--- config.mk ---
export PLATFORM = sky130hd
export DESIGN_NAME = dmem_arbiter
export DESIGN_NICKNAME = d
export VERILOG_FILES = /design/src/rtl/dmem_arbiter.sv
export SDC_FILE = /design/constraint.sdc
export NUM_CORES = 1
export LEC_CHECK = 0
export CELL_PAD_IN_SITES_DETAIL_PLACEMENT = 0
export CELL_PAD_IN_SITES_GLOBAL_PLACEMENT = 2
export CORE_MARGIN = 8
export CORE_UTILIZATION = 24
export CTS_CLUSTER_DIAMETER = 40
export CTS_CLUSTER_SIZE = 20
export DETAILED_ROUTE_END_ITERATION = 8
export PLACE_DENSITY_LB_ADDON = 0.1
export SETUP_SLACK_MARGIN = 0.15
export SLEW_MARGIN = 30
export SYNTH_ARGS = -nofsm -noshare
export SYNTH_HDL_FRONTEND = slang
export SYNTH_SLANG_ARGS = --single-unit
--- constraint.sdc ---
create_clock -name Clk -period 2.31 [get_ports Clk]
set_clock_uncertainty 0.15 [all_clocks]
set_input_delay 0.462 -clock Clk [delete_from_list [all_inputs] [get_ports Clk]]
set_output_delay 0.462 -clock Clk [all_outputs]
set_load 0.02 [all_outputs]
--- src/rtl/dmem_arbiter.sv ---
// Two-port (core LSU / debug-DMA) arbiter in front of a single-ported data memory.
// Handles byte/half/word accesses, read-modify-write for sub-word stores, and alignment/range errors.
module dmem_arbiter #(
    parameter int MEM_BYTES = 64
) (
    input  logic        Clk,
    input  logic        Rst,
    input  logic        a_req,
    input  logic        a_we,
    input  logic [1:0]  a_size,
    input  logic [31:0] a_addr,
    input  logic [31:0] a_wdata,
    output logic        a_ack,
    output logic [31:0] a_rdata,
    output logic        a_err,
    input  logic        b_req,
    input  logic        b_we,
    input  logic [1:0]  b_size,
    input  logic [31:0] b_addr,
    input  logic [31:0] b_wdata,
    output logic        b_ack,
    output logic [31:0] b_rdata,
    output logic        b_err,
    output logic [31:0] mem_addr,
    output logic [31:0] mem_wdata,
    output logic        mem_read,
    output logic        mem_write,
    input  logic [31:0] mem_rdata
);

    // state | meaning
    // IDLE  | waiting for a request, arbitrates A vs B
    // RD    | memory read (load, or first half of a sub-word store)
    // WR    | memory write (word store, or merged sub-word store)
    // RESP  | one-cycle ack to the granted port
    typedef enum logic [1:0] {IDLE, RD, WR, RESP} state_t;

    localparam logic [31:0] ADDR_LIMIT = 32'(MEM_BYTES - 4);

    state_t      state;
    logic        last_b;
    logic        gnt_b;
    logic        we_q;
    logic [1:0]  size_q;
    logic [31:0] addr_q;
    logic [31:0] wdata_q;

    logic        sel_b;
    logic        sel_we;
    logic [1:0]  sel_size;
    logic [31:0] sel_addr;
    logic [31:0] sel_wdata;
    logic        sel_err;

    function automatic logic access_err(input logic [1:0] size, input logic [31:0] addr);
        logic bad;
        case (size)
            2'b00:   bad = 1'b0;
            2'b01:   bad = addr[0];
            2'b10:   bad = (addr[1:0] != 2'b00);
            default: bad = 1'b1;
        endcase
        return bad || ({addr[31:2], 2'b00} > ADDR_LIMIT);
    endfunction

    function automatic logic [31:0] extract(input logic [31:0] word, input logic [1:0] size,
                                            input logic [1:0] lane);
        logic [31:0] sh;
        sh = word >> {lane, 3'b000};
        case (size)
            2'b00:   return {24'h0, sh[7:0]};
            2'b01:   return {16'h0, sh[15:0]};
            default: return sh;
        endcase
    endfunction

    function automatic logic [31:0] merge(input logic [31:0] word, input logic [31:0] wdata,
                                          input logic [1:0] size, input logic [1:0] lane);
        logic [31:0] m;
        m = word;
        case (size)
            2'b00:   m[{lane, 3'b000} +: 8] = wdata[7:0];
            2'b01:   m[{lane[1], 4'b0000} +: 16] = wdata[15:0];
            default: m = wdata;
        endcase
        return m;
    endfunction

    // The tie pointer only moves on contended grants, so consecutive ties alternate winners.
    always_comb begin
        sel_b     = b_req && (!a_req || !last_b);
        sel_we    = sel_b ? b_we    : a_we;
        sel_size  = sel_b ? b_size  : a_size;
        sel_addr  = sel_b ? b_addr  : a_addr;
        sel_wdata = sel_b ? b_wdata : a_wdata;
        sel_err   = access_err(sel_size, sel_addr);
    end

    always_ff @(posedge Clk) begin
        if (!Rst) begin
            state     <= IDLE;
            last_b    <= 1'b1;
            gnt_b     <= 1'b0;
            we_q      <= 1'b0;
            size_q    <= 2'b00;
            addr_q    <= 32'h0;
            wdata_q   <= 32'h0;
            a_ack     <= 1'b0;
            a_err     <= 1'b0;
            a_rdata   <= 32'h0;
            b_ack     <= 1'b0;
            b_err     <= 1'b0;
            b_rdata   <= 32'h0;
            mem_read  <= 1'b0;
            mem_write <= 1'b0;
            mem_addr  <= 32'h0;
            mem_wdata <= 32'h0;
        end else begin
            a_ack     <= 1'b0;
            a_err     <= 1'b0;
            a_rdata   <= 32'h0;
            b_ack     <= 1'b0;
            b_err     <= 1'b0;
            b_rdata   <= 32'h0;
            mem_read  <= 1'b0;
            mem_write <= 1'b0;
            mem_addr  <= 32'h0;
            mem_wdata <= 32'h0;
            case (state)
                IDLE: begin
                    if (a_req || b_req) begin
                        gnt_b   <= sel_b;
                        we_q    <= sel_we;
                        size_q  <= sel_size;
                        addr_q  <= sel_addr;
                        wdata_q <= sel_wdata;
                        if (a_req && b_req) last_b <= sel_b;
                        if (sel_err) begin
                            state <= RESP;
                            if (sel_b) begin
                                b_ack <= 1'b1;
                                b_err <= 1'b1;
                            end else begin
                                a_ack <= 1'b1;
                                a_err <= 1'b1;
                            end
                        end else if (!sel_we || sel_size != 2'b10) begin
                            state    <= RD;
                            mem_read <= 1'b1;
                            mem_addr <= {sel_addr[31:2], 2'b00};
                        end else begin
                            state     <= WR;
                            mem_write <= 1'b1;
                            mem_addr  <= {sel_addr[31:2], 2'b00};
                            mem_wdata <= sel_wdata;
                        end
                    end
                end
                RD: begin
                    if (!we_q) begin
                        state <= RESP;
                        if (gnt_b) begin
                            b_ack   <= 1'b1;
                            b_rdata <= extract(mem_rdata, size_q, addr_q[1:0]);
                        end else begin
                            a_ack   <= 1'b1;
                            a_rdata <= extract(mem_rdata, size_q, addr_q[1:0]);
                        end
                    end else begin
                        state     <= WR;
                        mem_write <= 1'b1;
                        mem_addr  <= {addr_q[31:2], 2'b00};
                        mem_wdata <= merge(mem_rdata, wdata_q, size_q, addr_q[1:0]);
                    end
                end
                WR: begin
                    state <= RESP;
                    if (gnt_b) b_ack <= 1'b1;
                    else       a_ack <= 1'b1;
                end
                default: state <= IDLE;
            endcase
        end
    end

endmodule

==> impl_summary.txt, run 1 <==
----------------------------------------------------
[Outcome]
  Outcome ... completed

[Synthesis]
  Syn. warnings ... 0
  Largest cells by area after synthesis ... dfxtp_1, mux2i_1, o211a_1
  Post-synthesis cell type count ... 51
  Yosys top cell area share ... 46.2%
  Netlist area before placement ... 8790 sq um
  Cell accounting for the most synthesized area ... dfxtp_1
  Average cell area after synthesis ... 9.74 sq um
  Portion of the post-synthesis area used by sequential elements ... 46.2%
  Count of mapped cells out of synthesis ... 903
  Register bit count reported by yosys ... 203

[Route]
  DRC marker count from the first detailed-route iteration ... 384
  Number of antenna-violating nets in the routed design ... 0
  # DRC ... 0
  Detailed-route via count ... 8121
  Drt pass-1 iters ... 5
  Routed WL ... 35.8 mm
  Wirelength per Cell ... 20.3 microns
  Avg Vias per Cell ... 4.59

[Clocking]
  Source-to-sink clock delay at the later pin of the worst-skew pair ... 510 ps
  Number of hold buffers added after CTS ... 0
  Clock tree from TritonCTS ... built
  Buffer levels on the longest clock path ... 3
  Register clock-pin slew on the reported worst setup and hold paths ... 50 ps
  Deepest level of the CTS H-tree ... 2
  Number of buffers created by CTS ... 39
  Sink count of the clock tree ... 203
  Buffer cell driving the clock tree root ... clkbuf_16

[Timing]
  Final Hold Fails ... 0
  Post-route setup slack ... 201 ps
  Slew at the pin with the worst max-slew slack ... 651 ps
  Setup-violating endpoint count in the final report ... 0
  Slew HR ... 56.5%
  Post-layout min period ... 2110 ps
  Achievable clock frequency ... 474 MHz
  Count of pins over their slew limit ... 0
  Total negative slack ... 0 ps
  Period utilisation layout ... 91.3%
  Setup repair after global routing missed its margin ... yes

[Power and ir drop]
  Cell-internal power ... 0.0106 W
  Worst IR Drop VDD ... 0.608 mV
  Net Switching ... 0.00511 W
  Pwr/cell area ... 1090 nW/um^2
  Switching part of the total ... 32.5%
  Sequential share of power ... 28.7%
  Logic pwr share ... 33.1%
  Clock group share of total power ... 38.2%
  Leak ... 6.11 nW

[Critical path]
  Kind of launch point of the worst setup path ... flop
  Worst path max stage delay ... 680 ps
  Endpoint class of the critical path ... output port
  Chain of cells forming the critical path ... clkdlybuf4s50_1
  Critical path buffer and inverter count ... 1
  Slowest library cell on the worst path ... clkdlybuf4s50_1
  Path type of the worst setup path ... flop to output port
  Cell family contributing the most delay on the critical path ... buffers and inverters
  Highest net fanout along the worst path ... 1
  Arrival @ worst endpoint ... 1500 ps
  Required arrival time at the worst endpoint ... 1700 ps

[Final layout]
  Area used by sequential logic in the layout ... 4070 sq um
  Layout overhead on the synthesized area ... 64.3%
  Fraction of final layout cells sized beyond drive strength 1 ... 17.4%
  Area of the multi-input gates ... 4490 sq um
  Number of standard cells in the final layout excluding fillers ... 1768
  Final net count ... 1451
  Count of inserted antenna diode cells ... 0
  Fillers ... 3640

[GRT]
  Via count of the first global-routing pass ... 8553
  First-pass GRT wire length ... 53.9 mm
  Pin count of the biggest net entering global routing ... 50
  Initial antenna violation count ... 0
  Overflow left after global routing ... 0
  Total global routing track utilization ... 16.0%

[Placement]
  IO Port Bufs ... 301
  Placement-stage worst setup slack ... -438 ps
  Post-DP HPWL ... 27.6 mm
  Number of instances in the placed design ... 1693
  Final Wtd Congestion ... 0.770

[Hold path]
  Hold WC Path Type ... input port to flop

[Floorplan]
  Num ports ... 304
  Vertical die dimension ... 207 microns
  Initial standard-cell utilization of the core ... 24.2%
  Placeable Area ... 36300 sq um
  Number of rows in the core area ... 70
  DIE WIDTH ... 207 microns
  Die Footprint ... 43000 sq um

[Run]
  Max-cap violation count ... 0

----------------------------------------------------
==> per-stage QoR <==
step	power [W]	hold slack (ps)	util [%]	area, sq um
2_1_floorplan	0.00739	276	-	8830
3_3_place_gp	0.00963	289	35.5	12900
4_1_cts	0.0159	267	39.5	14300
5_1_grt	0.0166	292	39.7	14400
6_report	0.0157	283	39.7	14400
3_5_place_dp	0.00966	290	35.5	12900
==> area by class of cell <==
type	instances	area share, %
clock buffer	47	7.31
timing repair buffer	400	26.8
sequential	203	28.2
multi-input combinational	620	31.1
clock inverter	22	2.35
tap	468	4.05
inverter	8	0.260
==> what timing repair did <==
item                       CTS  global route
gates resized for setup     10            17
setup endpoints to repair   40            19
buffers inserted             3             3
pin swaps                    2             5
==> sequential cells by signal, summed over array words and instances, names as in the netlist, 2 cells and up <==
register and flops:
a_rdata 32, addr_q 32, b_rdata 32, mem_addr 30
mem_wdata 32, size_q 2, state 2, wdata_q 32
==> final timing paths <==
path | start | to | slack [ps] | cells past startpoint
worst max-delay path | mem_addr[11] | mem_addr[11] | 200 | 1
worst min-delay path | Rst | a_err | 280 | 4
worst max register to register | addr_q[0] | mem_wdata[7] | 200 | 6
worst min register to register | addr_q[21] | mem_addr[21] | 300 | 1
==> power groups by stage <==
stage	clock network (W)	registers, W	logic (W)
after global placement	0	0.00456	0.00507
after CTS	0.00619	0.00450	0.00518
after detailed placement	0	0.00456	0.00510
final	0.00601	0.00451	0.00521
after global routing	0.00636	0.00457	0.00571
after floorplan	0	0.00453	0.00287
==> cells in the mapped netlist, drive strengths merged <==
cell / instances
and4b: 1
or4: 1
ha: 9
mux2: 8
xor2: 1
conb: 1
or3: 1
inv: 8
o211a: 66
buf: 34
a21o: 2
nor3: 10
a41o: 1
nor4: 10
or2: 2
a311oi: 8
nand2: 112
o211ai: 10
a21oi: 37
a211oi: 10
a22o: 16
nor2b: 13
nand3: 4
nor4bb: 2
mux2i: 92
dfxtp: 203
o31ai: 4
and3: 4
a221oi: 16
nor2: 72
o21a: 1
and4: 1
nand4: 2
o21ai: 21
clkbuf: 39
a21boi: 1
a22oi: 9
nor3b: 1
nand3b: 2
o22ai: 26
and2: 42
==> cells by family after synthesis <==
| group | after synthesis | synth area share (%) |
|---|---|---|
| AND/OR/NAND/NOR | 280 | 14.9 |
| AO/OA/AOI/OAI | 228 | 21.7 |
| flip-flops | 203 | 46.2 |
| multiplexers | 100 | 11.5 |
| buffers and inverters | 81 | 4.24 |
| adder cells (fa/ha/maj) | 9 | 1.28 |
| other | 1 | 0.0427 |
| XOR/XNOR | 1 | 0.0996 |
==> cells in the final DEF (no fill, tap or decap), types with 5 or more instances in the layout <==
cell type          n
a22o_1            16
o22ai_2           19
nor2_1            70
buf_4             88
bufinv_16          8
a211oi_1           7
clkdlybuf4s50_1  299
clkinv_2           5
o21ai_1            6
and2_1            42
clkbuf_16         39
buf_12             8
a21oi_1           36
a22oi_1            9
nor2b_1           13
o22ai_1            7
a221oi_1          15
o21ai_0           13
nor4_1             7
dfxtp_1          200
mux2i_1           92
o211ai_1           9
nor3_1             7
a311oi_1           8
mux2_2             8
inv_1              6
clkbuf_8           5
ha_1               6
nand2_1          112
o211a_1           66
==> routing by layer <==
layer	share of wire, %	up-vias	global-route usage [%]
met5	0	-	0
met4	1.6	0	3.99
met3	6.2	43	5.01
met2	50	215	28.4
met1	42	3862	18.5
li1	-	4001	-
Power figures use the tool's default switching activity.
==> run 2, diff against run 1 <==
- CORE_UTILIZATION: 24 -> 34
- DONT_BUFFER_PORTS: default -> 1
- PLACE_DENSITY_LB_ADDON: 0.1 -> 0.15
- SETUP_SLACK_MARGIN: 0.15 -> 0.2
==> run 2 against run 1 <==
Worst setup slack better by 37 ps. Design area is 24% lower. Sequential cell count stayed put. Maximum frequency is 1.8% higher. Via count is 12% lower. Clock power is 5.0% lower. Largest cell class unchanged. Count of clock-buffer cells in the layout is 5 lower. Register-to-register slack better by 40 ps. Hold slack worse by 270 ps. Largest power group unchanged. Utilization is 3.0 points higher. Die area is 27% lower.
==> impl_summary.txt, run 2 (same netlist as run 1, synthesis figures left out) <==
----------------------------------------------------
[Outcome]
  Outcome ... completed

[Clocking]
  Buffer levels on the longest clock path ... 3
  Sink count of the clock tree ... 203
  Buffer cell driving the clock tree root ... clkbuf_16
  Deepest level of the CTS H-tree ... 2
  Number of buffers created by CTS ... 38
  Source-to-sink clock delay at the later pin of the worst-skew pair ... 510 ps
  Register clock-pin slew on the reported worst setup and hold paths ... 60 ps
  Clock tree from TritonCTS ... built

[Critical path]
  Path type of the worst setup path ... flop to flop
  Cell family contributing the most delay on the critical path ... compound AO/OA/AOI/OAI gates
  Arrival @ worst endpoint ... 2350 ps
  Required arrival time at the worst endpoint ... 2580 ps
  Slowest library cell on the worst path ... dfxtp_4
  Highest net fanout along the worst path ... 8
  Chain of cells forming the critical path ... inv_6 -> ha_4 -> nor4bb_1 -> buf_4 -> a221oi_1 -> a211oi_2 -> buf_4 -> a21oi_1 -> o22ai_2
  Critical path buffer and inverter count ... 3
  Endpoint class of the critical path ... flop
  Worst path max stage delay ... 380 ps
  Kind of launch point of the worst setup path ... flop
  Dominant cell type by count on the critical path ... buf_4

[Final layout]
  Final net count ... 1116
  Most common cell after layout, fill and taps aside ... dfxtp_1
  Fillers ... 2522
  Layout overhead on the synthesized area ... 24.8%
  Number of standard cells in the final layout excluding fillers ... 1302
  Post-Route Utilization ... 42.7%
  Fraction of final layout cells sized beyond drive strength 1 ... 19.3%
  Commonest cells after routing, fill and taps aside ... dfxtp_1, nand2_1, mux2i_1

[Route]
  Number of antenna-violating nets in the routed design ... 0
  Wirelength per Cell ... 24.2 microns
  DRC marker count from the first detailed-route iteration ... 477
  Avg Vias per Cell ... 5.46
  # DRC ... 0
  Routed WL ... 31.5 mm
  Drt pass-1 iters ... 7
  Detailed-route via count ... 7112

[Placement]
  Final Wtd Congestion ... 0.831
  Number of instances in the placed design ... 1210
  Post-DP HPWL ... 22.7 mm
  IO Port Bufs ... 0

[Timing]
  Setup repair after global routing missed its margin ... yes
  Worst hold slack across all endpoints ... 7.80 ps
  Period utilisation layout ... 89.7%
  Total negative slack ... 0 ps
  Final Hold Fails ... 0
  Count of pins over their slew limit ... 0
  Slew at the pin with the worst max-slew slack ... 720 ps
  Setup-violating endpoint count in the final report ... 0
  Achievable clock frequency ... 483 MHz
  Post-layout min period ... 2070 ps
  Slew HR ... 51.5%

[Run]
  Max-cap violation count ... 0

[Hold path]
  Hold WC Path Type ... input port to flop

[GRT]
  First-pass GRT wire length ... 46.9 mm
  Overflow left after global routing ... 0
  Via count of the first global-routing pass ... 7384
  Pin count of the biggest net entering global routing ... 135
  Total global routing track utilization ... 19.5%
  Initial antenna violation count ... 1

[Power and ir drop]
  Leak ... 4.78 nW
  Pwr/cell area ... 1330 nW/um^2
  Total design power ... 0.0145 W
  Worst IR Drop VDD ... 2.02 mV

[Floorplan]
  Initial standard-cell utilization of the core ... 34.2%
  Placeable Area ... 25700 sq um
  DIE WIDTH ... 177 microns
  Vertical die dimension ... 177 microns
  Number of rows in the core area ... 59
  Die Footprint ... 31300 sq um
  Num ports ... 304

----------------------------------------------------
run 2: cell types whose count changed in the layout (fill, tap and decap cells not counted), moves of 4 or more:
| cell | change |
|---|---|
| buf_12 | -4 |
| buf_4 | -43 |
| bufinv_16 | -4 |
| clkdlybuf4s50_1 | -299 |
| dlygate4sd3_1 | +15 |
| inv_6 | +7 |
run 2: final timing paths:
kind                                    start  slack (ps)       endpoint  cells after the start
worst min-delay path            mem_rdata[17]           8    a_rdata[17]                      2
worst max-delay path                addr_q[0]         240  mem_wdata[30]                      9
worst min register to register     addr_q[25]         290   mem_addr[25]                      1
worst max register to register      addr_q[0]         240  mem_wdata[30]                      9
run 2: routing by layer:
| metal | vias to the layer above | global-route usage (%) | routed length, microns |
|---|---|---|---|
| li1 | 3342 | - | - |
| met1 | 3413 | 23.7 | 12700 |
| met2 | 310 | 32.2 | 15200 |
| met3 | 47 | 6.91 | 3030 |
| met4 | 0 | 5.08 | 580 |
| met5 | - | 0 | 0 |
run 2: through the flow:
| stage | instance area [sq um] | setup slack [ps] |
|---|---|---|
| floorplan | 8840 | 236 |
| global route | 11000 | 146 |
| CTS | 10900 | 207 |
| finish | 11000 | 237 |
| global placement | 9300 | 17.1 |
| detailed placement | 9300 | 19.1 |
run 2: area by class of cell:
type / instances / area, sq um / share of cell area, %
multi-input combinational: 620 / 4500 / 41.0
tap: 335 / 419 / 3.82
clock inverter: 27 / 324 / 2.95
inverter: 8 / 37.5 / 0.342
clock buffer: 42 / 1010 / 9.18
antenna: 1 / 2.50 / 0.0228
sequential: 203 / 4080 / 37.1
timing repair buffer: 66 / 607 / 5.53
run 2: repair_timing:
action,in CTS,in global routing
pin swaps,3,7
hold buffers,16,0
setup endpoints to repair,16,48
gates resized for setup,8,23
hold endpoints to repair,98,0
setup buffers,3,3
run 2: report_power, final:
group	internal, W	switching [W]
Sequential	0.00409	0.000633
Combinational	0.00175	0.00237
Clock	0.00368	0.00203
Total	0.00951	0.00503
==> run 3, diff against run 2 <==
- CORE_MARGIN: 8 -> 2
- SETUP_SLACK_MARGIN: 0.2 -> 0.1
==> run 3 against run 2 <==
Worst setup slack worse by 110 ps. Power down 2.9%. Register-to-register slack worse by 110 ps. Die area down 13%. Count of clock-buffer cells in the layout up 3. First-iteration DRC count down 39%. Non-clock buffer count unchanged. Sequential power down 1%. Global-route usage up 0.76 points. Critical path type unchanged. Largest cell class unchanged.
==> impl_summary.txt, run 3 (same netlist as run 1, synthesis figures left out) <==
----------------------------------------------------
[Clocking]
  Number of buffers created by CTS ... 36
  Buffer levels on the longest clock path ... 3
  Register clock-pin slew on the reported worst setup and hold paths ... 50 ps
  Clock tree from TritonCTS ... built
  Sink count of the clock tree ... 203
  Deepest level of the CTS H-tree ... 2
  Buffer cell driving the clock tree root ... clkbuf_16
  Source-to-sink clock delay at the later pin of the worst-skew pair ... 500 ps

[Critical path]
  Highest net fanout along the worst path ... 8
  Worst path max stage delay ... 350 ps
  Slowest library cell on the worst path ... dfxtp_2
  Kind of launch point of the worst setup path ... flop
  Endpoint class of the critical path ... flop
  Launch instance of the worst register-to-register path ... addr_q[1]
  Cell depth of the worst flop-to-flop path ... 9
  Reg2Reg Setup Slack ... 130 ps
  Required arrival time at the worst endpoint ... 2590 ps
  FF-to-FF End ... mem_wdata[30]
  Path type of the worst setup path ... flop to flop
  Chain of cells forming the critical path ... inv_2 -> ha_4 -> nor4bb_4 -> buf_6 -> a221oi_2 -> a211oi_2 -> buf_4 -> a21oi_2 -> o22ai_2
  Arrival @ worst endpoint ... 2470 ps

[Route]
  Detailed-route via count ... 6989
  Wirelength per Cell ... 21.9 microns
  Number of antenna-violating nets in the routed design ... 0
  DRC marker count from the first detailed-route iteration ... 292
  Avg Vias per Cell ... 5.41
  Routed WL ... 28.2 mm
  # DRC ... 0
  Drt pass-1 iters ... 5

[Power and ir drop]
  Worst IR Drop VDD ... 0.855 mV
  Switching part of the total ... 33.8%
  Logic pwr share ... 28.5%
  Clock group share of total power ... 38.4%
  Leak ... 4.74 nW
  Total design power ... 0.0141 W
  Cell-internal power ... 0.00935 W
  Sequential share of power ... 33.0%
  Pwr/cell area ... 1300 nW/um^2
  Net Switching ... 0.00478 W

[Placement]
  Post-DP HPWL ... 20.4 mm
  Placed cell area ... 9300 sq um
  Final Wtd Congestion ... 0.808
  Placement-stage worst setup slack ... -146 ps
  IO Port Bufs ... 0

[Final layout]
  Final net count ... 1114
  Layout overhead on the synthesized area ... 23.5%
  Most common cell after layout, fill and taps aside ... dfxtp_1
  Fillers ... 2508
  Cell area after layout ... 10900 sq um
  Count of inserted antenna diode cells ... 0
  Commonest cells after routing, fill and taps aside ... dfxtp_1, nand2_1, mux2i_1
  Fraction of final layout cells sized beyond drive strength 1 ... 17.7%

[Hold path]
  Hold WC Path Type ... input port to flop
  Hold Crit Start ... mem_rdata[23]
  Hold path cells ... 2
  Hold-critical path endpoint ... b_rdata[23]

[Timing]
  Final Hold Fails ... 0
  Post-route setup slack ... 127 ps
  Setup repair after global routing missed its margin ... yes
  Worst hold slack across all endpoints ... 13.4 ps
  Slew at the pin with the worst max-slew slack ... 742 ps
  Post-layout min period ... 2180 ps
  Period utilisation layout ... 94.5%
  Count of pins over their slew limit ... 0
  Setup-violating endpoint count in the final report ... 0
  Achievable clock frequency ... 458 MHz
  Slew HR ... 50.0%

[GRT]
  Via count of the first global-routing pass ... 7096
  Initial antenna violation count ... 0
  First-pass GRT wire length ... 42.3 mm
  Total global routing track utilization ... 20.2%
  Pin count of the biggest net entering global routing ... 135
  Overflow left after global routing ... 0

[Floorplan]
  Die Footprint ... 27200 sq um
  Num ports ... 304
  Initial standard-cell utilization of the core ... 34.8%
  Vertical die dimension ... 165 microns
  Placeable Area ... 25300 sq um
  DIE WIDTH ... 165 microns
  Number of rows in the core area ... 58

[Run]
  Max-cap violation count ... 0

[Outcome]
  Outcome ... completed

----------------------------------------------------
run 3: cell count changes in the layout (fill, tap and decap cells not counted), sizes merged, moves of 2 or more:
cell,before,now
inv,19,17
clkinv,10,6
buf,51,49
clkbuf,42,46
run 3: power groups by stage:
stage / clock [W] / sequential [W] / combinational, W
after floorplan: 0 / 0.00453 / 0.00286
after global placement: 0 / 0.00469 / 0.00377
after detailed placement: 0 / 0.00472 / 0.00386
after CTS: 0.00554 / 0.00465 / 0.00401
after global routing: 0.00575 / 0.00474 / 0.00445
final: 0.00543 / 0.00467 / 0.00403
run 3: final cells by class:
cell class / count / area [sq um] / share of cell area [%]
Clock buffer: 45 / 997 / 9.18
Sequential cell: 203 / 4070 / 37.5
Multi-Input combinational cell: 620 / 4470 / 41.2
Inverter: 8 / 32.5 / 0.300
Clock inverter: 20 / 258 / 2.37
Tap cell: 330 / 413 / 3.80
Timing Repair Buffer: 66 / 616 / 5.67
run 3: how the worst max path moves through the flow:
stage,from,cells past startpoint,end
after floorplan,addr_q[1],10,mem_wdata[5]
after global placement,addr_q[0],9,mem_wdata[28]
after detailed placement,addr_q[0],9,mem_wdata[30]
after CTS,addr_q[0],9,mem_wdata[31]
after global routing,addr_q[1],7,mem_wdata[10]
final,addr_q[1],9,mem_wdata[30]
run 3: routing by layer:
layer	GRT usage (%)	vias up	routed length, microns
met3	6.10	47	2180
met2	35.0	264	13900
met5	0	-	0
li1	-	3329	-
met1	23.9	3349	11400
met4	6.76	0	714
run 3: what timing repair did:
action                                  CTS  global route
endpoints found under the hold margin    99             0
endpoints found under the setup margin   10            29
resized for setup                        12            10
hold buffers                             17             0
pin swaps                                 2             7
setup buffers                             1             2
run 3: stage by stage:
step	util (%)	setup TNS (ps)	std cells
after detailed placement	36.8	-1170	1207
after floorplan	-	0	904
after global routing	43.0	0	1292
after global placement	36.8	-312	1207
final	43.0	0	1292
after CTS	42.8	0	1290
run 3: critical path, delay by kind of cell (launching register included):
kind	cells	cell delay (ps)
AOI/OAI and AO/OA	4	590
adders and majority gates	1	260
buffers and inverters	3	420
DFF	1	350
and+or+nand+nor	1	340
